[src/rtl/spi_reg_ctrl.sv]
// Register-access sequencer behind an SPI byte slave: turns SSEL-framed command/data
// bytes into auto-incrementing register reads and writes and feeds transmit bytes back.
module spi_reg_ctrl #(
  parameter int unsigned ADDR_W = 4,
  parameter logic [7:0]  DUMMY  = 8'hA5
) (
  input  logic              clk,
  input  logic              PRESET,
  input  logic              SSEL,
  input  logic [7:0]        rx_byte,
  input  logic              rx_valid,
  output logic [7:0]        tx_byte,
  output logic              tx_load,
  output logic [ADDR_W-1:0] reg_addr,
  output logic [7:0]        reg_wdata,
  output logic              reg_wr_en,
  output logic              reg_rd_en,
  input  logic [7:0]        reg_rdata,
  input  logic              err_clr,
  output logic              err,
  output logic              frame_done,
  output logic              busy
);

  typedef enum logic [2:0] {
    S_IDLE,
    S_CMD,
    S_WR,
    S_RD_REQ,
    S_RD_WAIT,
    S_RD_HOLD,
    S_DRAIN
  } state_e;

  state_e            state_q, state_d;
  logic              ssel_meta_q, ssel_sync_q;
  logic [ADDR_W-1:0] addr_q, addr_d;
  logic [7:0]        tx_byte_q, tx_byte_d;
  logic              tx_load_q, tx_load_d;
  logic              frame_done_q, frame_done_d;
  logic              err_q, err_d;
  logic              err_set;
  logic              cmd_bad;
  logic              wr_en, rd_en;
  logic [7:0]        wdata;

  // Any command address bit above the bank's range makes the command invalid;
  // the shift form stays legal even when ADDR_W covers all seven address bits.
  assign cmd_bad = ((rx_byte[6:0] >> ADDR_W) != 7'd0);

  always_ff @(posedge clk) begin
    if (PRESET) begin
      state_q      <= S_IDLE;
      ssel_meta_q  <= 1'b1;
      ssel_sync_q  <= 1'b1;
      addr_q       <= '0;
      tx_byte_q    <= '0;
      tx_load_q    <= 1'b0;
      frame_done_q <= 1'b0;
      err_q        <= 1'b0;
    end else begin
      state_q      <= state_d;
      ssel_meta_q  <= SSEL;
      ssel_sync_q  <= ssel_meta_q;
      addr_q       <= addr_d;
      tx_byte_q    <= tx_byte_d;
      tx_load_q    <= tx_load_d;
      frame_done_q <= frame_done_d;
      err_q        <= err_d;
    end
  end

  always_comb begin
    state_d      = state_q;
    addr_d       = addr_q;
    tx_byte_d    = tx_byte_q;
    tx_load_d    = 1'b0;
    frame_done_d = 1'b0;
    err_set      = 1'b0;
    wr_en        = 1'b0;
    rd_en        = 1'b0;
    wdata        = '0;

    // Deselect outranks everything, including a byte completing in the same cycle.
    if (state_q != S_IDLE && ssel_sync_q) begin
      state_d      = S_IDLE;
      frame_done_d = 1'b1;
    end else begin
      unique case (state_q)
        S_IDLE: begin
          if (!ssel_sync_q) begin
            state_d   = S_CMD;
            tx_byte_d = DUMMY;
            tx_load_d = 1'b1;
          end
        end
        S_CMD: begin
          if (rx_valid) begin
            if (cmd_bad) begin
              err_set = 1'b1;
              state_d = S_DRAIN;
            end else begin
              addr_d  = rx_byte[ADDR_W-1:0];
              state_d = rx_byte[7] ? S_RD_REQ : S_WR;
            end
          end
        end
        S_WR: begin
          if (rx_valid) begin
            wr_en  = 1'b1;
            wdata  = rx_byte;
            addr_d = addr_q + 1'b1;
          end
        end
        S_RD_REQ: begin
          rd_en   = 1'b1;
          state_d = S_RD_WAIT;
        end
        S_RD_WAIT: begin
          tx_byte_d = reg_rdata;
          tx_load_d = 1'b1;
          addr_d    = addr_q + 1'b1;
          state_d   = S_RD_HOLD;
        end
        S_RD_HOLD: begin
          // The master's byte is ignored; it only paces the next prefetch.
          if (rx_valid) begin
            state_d = S_RD_REQ;
          end
        end
        S_DRAIN: begin
          state_d = S_DRAIN;
        end
        default: begin
          state_d = S_IDLE;
        end
      endcase
    end

    err_d = err_set | (err_q & ~err_clr);
  end

  assign tx_byte    = tx_byte_q;
  assign tx_load    = tx_load_q;
  assign reg_addr   = addr_q;
  assign reg_wdata  = wdata;
  assign reg_wr_en  = wr_en;
  assign reg_rd_en  = rd_en;
  assign err        = err_q;
  assign frame_done = frame_done_q;
  assign busy       = (state_q != S_IDLE);

endmodule
[config.mk]
export PLATFORM = sky130hd
export DESIGN_NAME = spi_reg_ctrl
export DESIGN_NICKNAME = d
export VERILOG_FILES = /design/src/rtl/spi_reg_ctrl.sv
export SDC_FILE = /design/constraint.sdc
export NUM_CORES = 1
export LEC_CHECK = 0
export BUFFER_PORTS_ARGS = -buffer_cell sky130_fd_sc_hd__buf_2
export CAP_MARGIN = 20
export CORE_MARGIN = 4
export CORE_UTILIZATION = 43
export DETAILED_ROUTE_END_ITERATION = 10
export HOLD_SLACK_MARGIN = 0.15
export PLACE_DENSITY = 0.83
export SYNTH_ARGS = -nofsm -noshare
export SYNTH_HDL_FRONTEND = slang
export SYNTH_SLANG_ARGS = --single-unit
[constraint.sdc]
create_clock -name clk -period 2.35 [get_ports clk]
set_input_delay 0.3525 -clock clk [delete_from_list [all_inputs] [get_ports clk]]
set_output_delay 0.3525 -clock clk [all_outputs]
set_load 0.02 [all_outputs]
[Word level (Yosys, flattened, before mapping)]
Cells that the tools add are included.
Word-level totals
  register bits: 20
  input port bits: 21
  output and inout port bits: 26
Cells by class
  add/subtract/negate cells: 1
  equality and inequality tests: 11
  multiplexer cells: 27
  bitwise gates (word level): 5
  reductions and logical operators: 10
Operator list (number)
  $mux W8: 4
  $pmux W3 S7: 1
  $pmux W8 S2: 1
  $mux W1: 12
  $mux W3: 4
  $mux W4: 3
  $pmux W4 S3: 1
  $ne A2 B2 Y1 const B: 5
  $eq A3 B3 Y1 const B: 3
  $reduce_bool A7 Y1: 1
  $eq A3 B2 Y1 const B: 2
  $reduce_bool A3 Y1: 2
  $reduce_and A5 Y1: 1
  $add A4 B1 Y4 const B: 1
  $reduce_and A4 Y1: 1
  $eq A3 B1 Y1 const B: 1
  $logic_not A3 Y1: 1
  $not A1 Y1: 3
  $reduce_and A3 Y1: 1
  $pmux W1 S2: 1
  $reduce_bool A2 Y1: 1
  $reduce_or A2 Y1: 1
  $and A1 B1 Y1: 1
  $logic_and A1 B1 Y1: 1
  $or A1 B1 Y1: 1

[Depth between registers and ports, before layout]
  depth after elaboration: 6
  depth in mapped cells: 5
  mapped depth without buffers: 4

[Least setup slack after synthesis]
No wires, ideal clock.
  kind: flip-flop to output port
  start point: reg state_q[1]
  end point: out reg_wdata[0]
  arrival time: 1.558 ns
  data required time: 1.997 ns
  setup slack: 0.440 ns
  stages on the path, launching flop included: 6
  path through: dfxtp_1 -> clkbuf_1 -> nor2b_1 -> and3_1 -> clkbuf_1 -> and2_1
Between the ends
  longest elaborated chain between the ends: 3
RTL lines
  start: declaration: RTL line 35  | state_e state_q, state_d;
  start signal: assignment: RTL line 62  | state_q <= state_d;
  $eq A3 B2 Y1 / $reduce_bool A3 Y1 (equally long branches): RTL line 89, 85
  $mux W8 / $logic_and A1 B1 Y1 (equally long branches): RTL line 89, 85
  $mux W8 (*): RTL line 85  | if (state_q != S_IDLE && ssel_sync_q) begin
  end: declaration: RTL line 15  | output logic [7:0] reg_wdata,
Mark *: on every way between the ends. The rest lies on a longest branch, timed or not.

[Worst setup path after layout]
  start point: reg state_q[1]
  end point: out reg_wdata[4]
Same word-level chain as after synthesis.

==> results.sh <==
export IMPL_rows=16
export IMPL_setup_viol=0
export IMPL_drive_gt1_frac=0.348
export IMPL_period_share=0.894
export IMPL_synth_top_area_share=0.418
export IMPL_r2r_slack_ns=0.43
export IMPL_path_buf_inv=1
export IMPL_ys_ff_latch=20
export IMPL_grt_total_usage=0.154
export IMPL_seqPwrFrac=0.619
export IMPL_irDropWorstVdd_uv=443
export IMPL_initial_core_util=0.469
export IMPL_switching_share=0.243
export IMPL_path_max_fanout=12
export IMPL_grt_ovfl_total=0
export IMPL_syn_nets=142
export IMPL_async_flop_share=0
export IMPL_yosysWarnings=0
export IMPL_cts_resized_gates=0
export IMPL_first_global_vias=881
export IMPL_run_status="completed"
export IMPL_wl_met3_um=179
export IMPL_die_w_um=55.2
export IMPL_finalHoldViolCount=0
export IMPL_numPlacedInstances=185
export IMPL_worstHoldPathCells=2
export IMPL_yosysTopAreaCell="dfxtp_1"
export IMPL_route_detailed_drc=0
export IMPL_timing_rr_end="reg_addr[1]"
export IMPL_critPathTopFamily="simple AND/OR/NAND/NOR gates"
export IMPL_worstPathRequired_ns=2.00
export IMPL_numCtsBuffers=3
export IMPL_synth_most_common_cell="dfxtp_1"
export IMPL_wl_per_cell_um=12.6
export IMPL_cts_tree="built"
export IMPL_synth_area_leaders="dfxtp_1, a21oi_1, nand2_1, and2_1, o21ai_0"
export IMPL_dp_hpwl_um=1860
export IMPL_internal_power_uw=432
export IMPL_reg2reg_from="state_q[0]"
export IMPL_core_mm2=0.00204
export IMPL_hold_end="ssel_meta_q"
export IMPL_start_kind="flop"
export IMPL_synth_edf_count=0
export IMPL_worst_clock_skew_ns=0.00841
export IMPL_synth_common_cells="dfxtp_1, nand2_1, a21oi_1, clkbuf_1"
export IMPL_crit_arrival_ns=1.75
export IMPL_max_clock_freq_mhz=476
export IMPL_max_cap_violations=0
export IMPL_power_leakage_nw=0.565
export IMPL_clkSinkCount=20
export IMPL_fin_nets=185
export IMPL_design_die_area_mm2=0.00305
export IMPL_fin_cells=188
export IMPL_syn_cell_area_um2=958
export IMPL_p_clk_frac=0.275
export IMPL_vias=1023
export IMPL_period_needed_ns=2.10
export IMPL_syn_area_per_cell_um2=7.99
export IMPL_worstSetupPathType="flop to output port"
export IMPL_wl_um=2380
export IMPL_io_buffers=46
export IMPL_cts_root_buffer_cell="clkbuf_4"
export IMPL_synthCells=120
export IMPL_htreeDepth=1
export IMPL_ff2ff_path_depth=4
export IMPL_gp_congestion=0.932
export IMPL_powerDensity_mw_per_mm2=469
export IMPL_hp_class="input port to flop"
export IMPL_synth_cell_types=31
export IMPL_area_growth_pct=26.8
export IMPL_clock_latency_ns=0.30
export IMPL_clock_path_buffers=2
export IMPL_drtIter0Drc=30
export IMPL_wl_met1_um=987
export IMPL_highest_layer="met4"
export IMPL_finish_utilization=0.595
export IMPL_post_cts_buffers=0
export IMPL_path_cells="nor2b_1 > and3_1 > and2_2 > buf_2"
export IMPL_netSwitchingPower_uw=138
export IMPL_viasPerCell=5.44
export IMPL_rsz0062_at_grt="no"
export IMPL_die_h_um=55.2
export IMPL_worst_pin_slew_ns=0.693
export IMPL_ys_flop_type="dfxtp_1"
export IMPL_worstSetupEndpointType="output port"
export IMPL_drtPass1Iterations=4
export IMPL_wl_met2_um=1180
export IMPL_min_from="SSEL"
export IMPL_antenna_found_initial=0
export IMPL_critPathMaxStageDelay_ns=0.54
export IMPL_relSlewSlack=0.535
export IMPL_crit_slowest_cell="dfxtp_1"
export IMPL_seq_area_frac_synth=0.418
export IMPL_ant_nets=0
export IMPL_io_pins=47
export IMPL_combPwrFrac=0.105
export IMPL_diodes=0
export IMPL_hold_buffers=0
export IMPL_grt_start_max_net_pins=20
export IMPL_setup_tns_ns=0
export IMPL_grt_pass1_wl_um=3970
export IMPL_path_clk_slew_ns=0.10
export IMPL_maxSlewViolCount=0
stage by stage:
stage	hold WS, ns	power, mW	cell area, um2	setup slack [ns]
2_1_floorplan	0.389	0.392	958	0.440
3_3_place_gp	0.394	0.419	1190	0.350
3_5_place_dp	0.402	0.421	1190	0.319
4_1_cts	0.222	0.574	1210	0.240
5_1_grt	0.234	0.591	1210	0.0990
6_report	0.224	0.570	1210	0.250
worst max-delay path by stage:
stage,from,cells after the start,to
after detailed placement,rx_byte[4],5,reg_addr[1]
after global placement,rx_byte[4],5,reg_addr[1]
after floorplan,state_q[1],5,reg_wdata[0]
final,state_q[1],4,reg_wdata[4]
after global routing,state_q[1],4,reg_wdata[4]
after CTS,state_q[1],4,reg_wdata[4]
placed cells by master (no fill, tap or decap), types with 2 or more instances in the layout:
cell	n
or2_2	3
and3_1	3
dfxtp_1	20
o32ai_1	2
buf_2	46
nand2_1	14
inv_1	5
nor2_1	7
a221oi_1	2
nor3_1	4
o21ai_0	7
and2_1	7
clkbuf_4	3
a211oi_1	3
a21oi_1	11
or3_1	2
nor3b_1	2
nand3_1	5
nor4_1	2
power groups by stage:
| stage | Clock [mW] | Sequential [mW] | Combinational [mW] |
|---|---|---|---|
| 2_1_floorplan | 0 | 0.363 | 0.0287 |
| 3_3_place_gp | 0 | 0.360 | 0.0588 |
| 3_5_place_dp | 0 | 0.361 | 0.0604 |
| 4_1_cts | 0.160 | 0.353 | 0.0605 |
| 5_1_grt | 0.169 | 0.354 | 0.0675 |
| 6_report | 0.157 | 0.353 | 0.0600 |
cell families (layout without fill, tap and decap cells):
kind of cell / count (synthesis) / count (layout) / synth area share
flip-flops: 20 / 20 / 0.418
buffers and inverters: 13 / 54 / 0.0509
AND/OR/NAND/NOR: 54 / 54 / 0.303
XOR/XNOR: 1 / 1 / 0.00914
AO/OA/AOI/OAI: 31 / 31 / 0.206
adder cells (fa/ha/maj): 1 / 1 / 0.0131
registers in the layout, summed over array words and instances, names as in the netlist:
name and cells:
ssel_sync_q 1, reg_addr 4, ssel_meta_q 1, tx_byte 8
tx_load 1, err 1, state_q 3, frame_done 1
layer usage:
| metal | vias up | track usage |
|---|---|---|
| li1 | 512 | - |
| met1 | 463 | 0.193 |
| met2 | 42 | 0.262 |
| met3 | 6 | 0.0373 |
| met4 | 0 | 0.0417 |
| met5 | - | 0 |
layout make-up:
type / instances / area [um2]
Fill cell: 206 / 827
Multi-Input combinational cell: 87 / 509
Sequential cell: 20 / 400
Timing Repair Buffer: 46 / 230
Tap cell: 27 / 33.8
Clock buffer: 3 / 22.5
Inverter: 5 / 18.8
No activity file was read; power rests on OpenSTA's default activity.
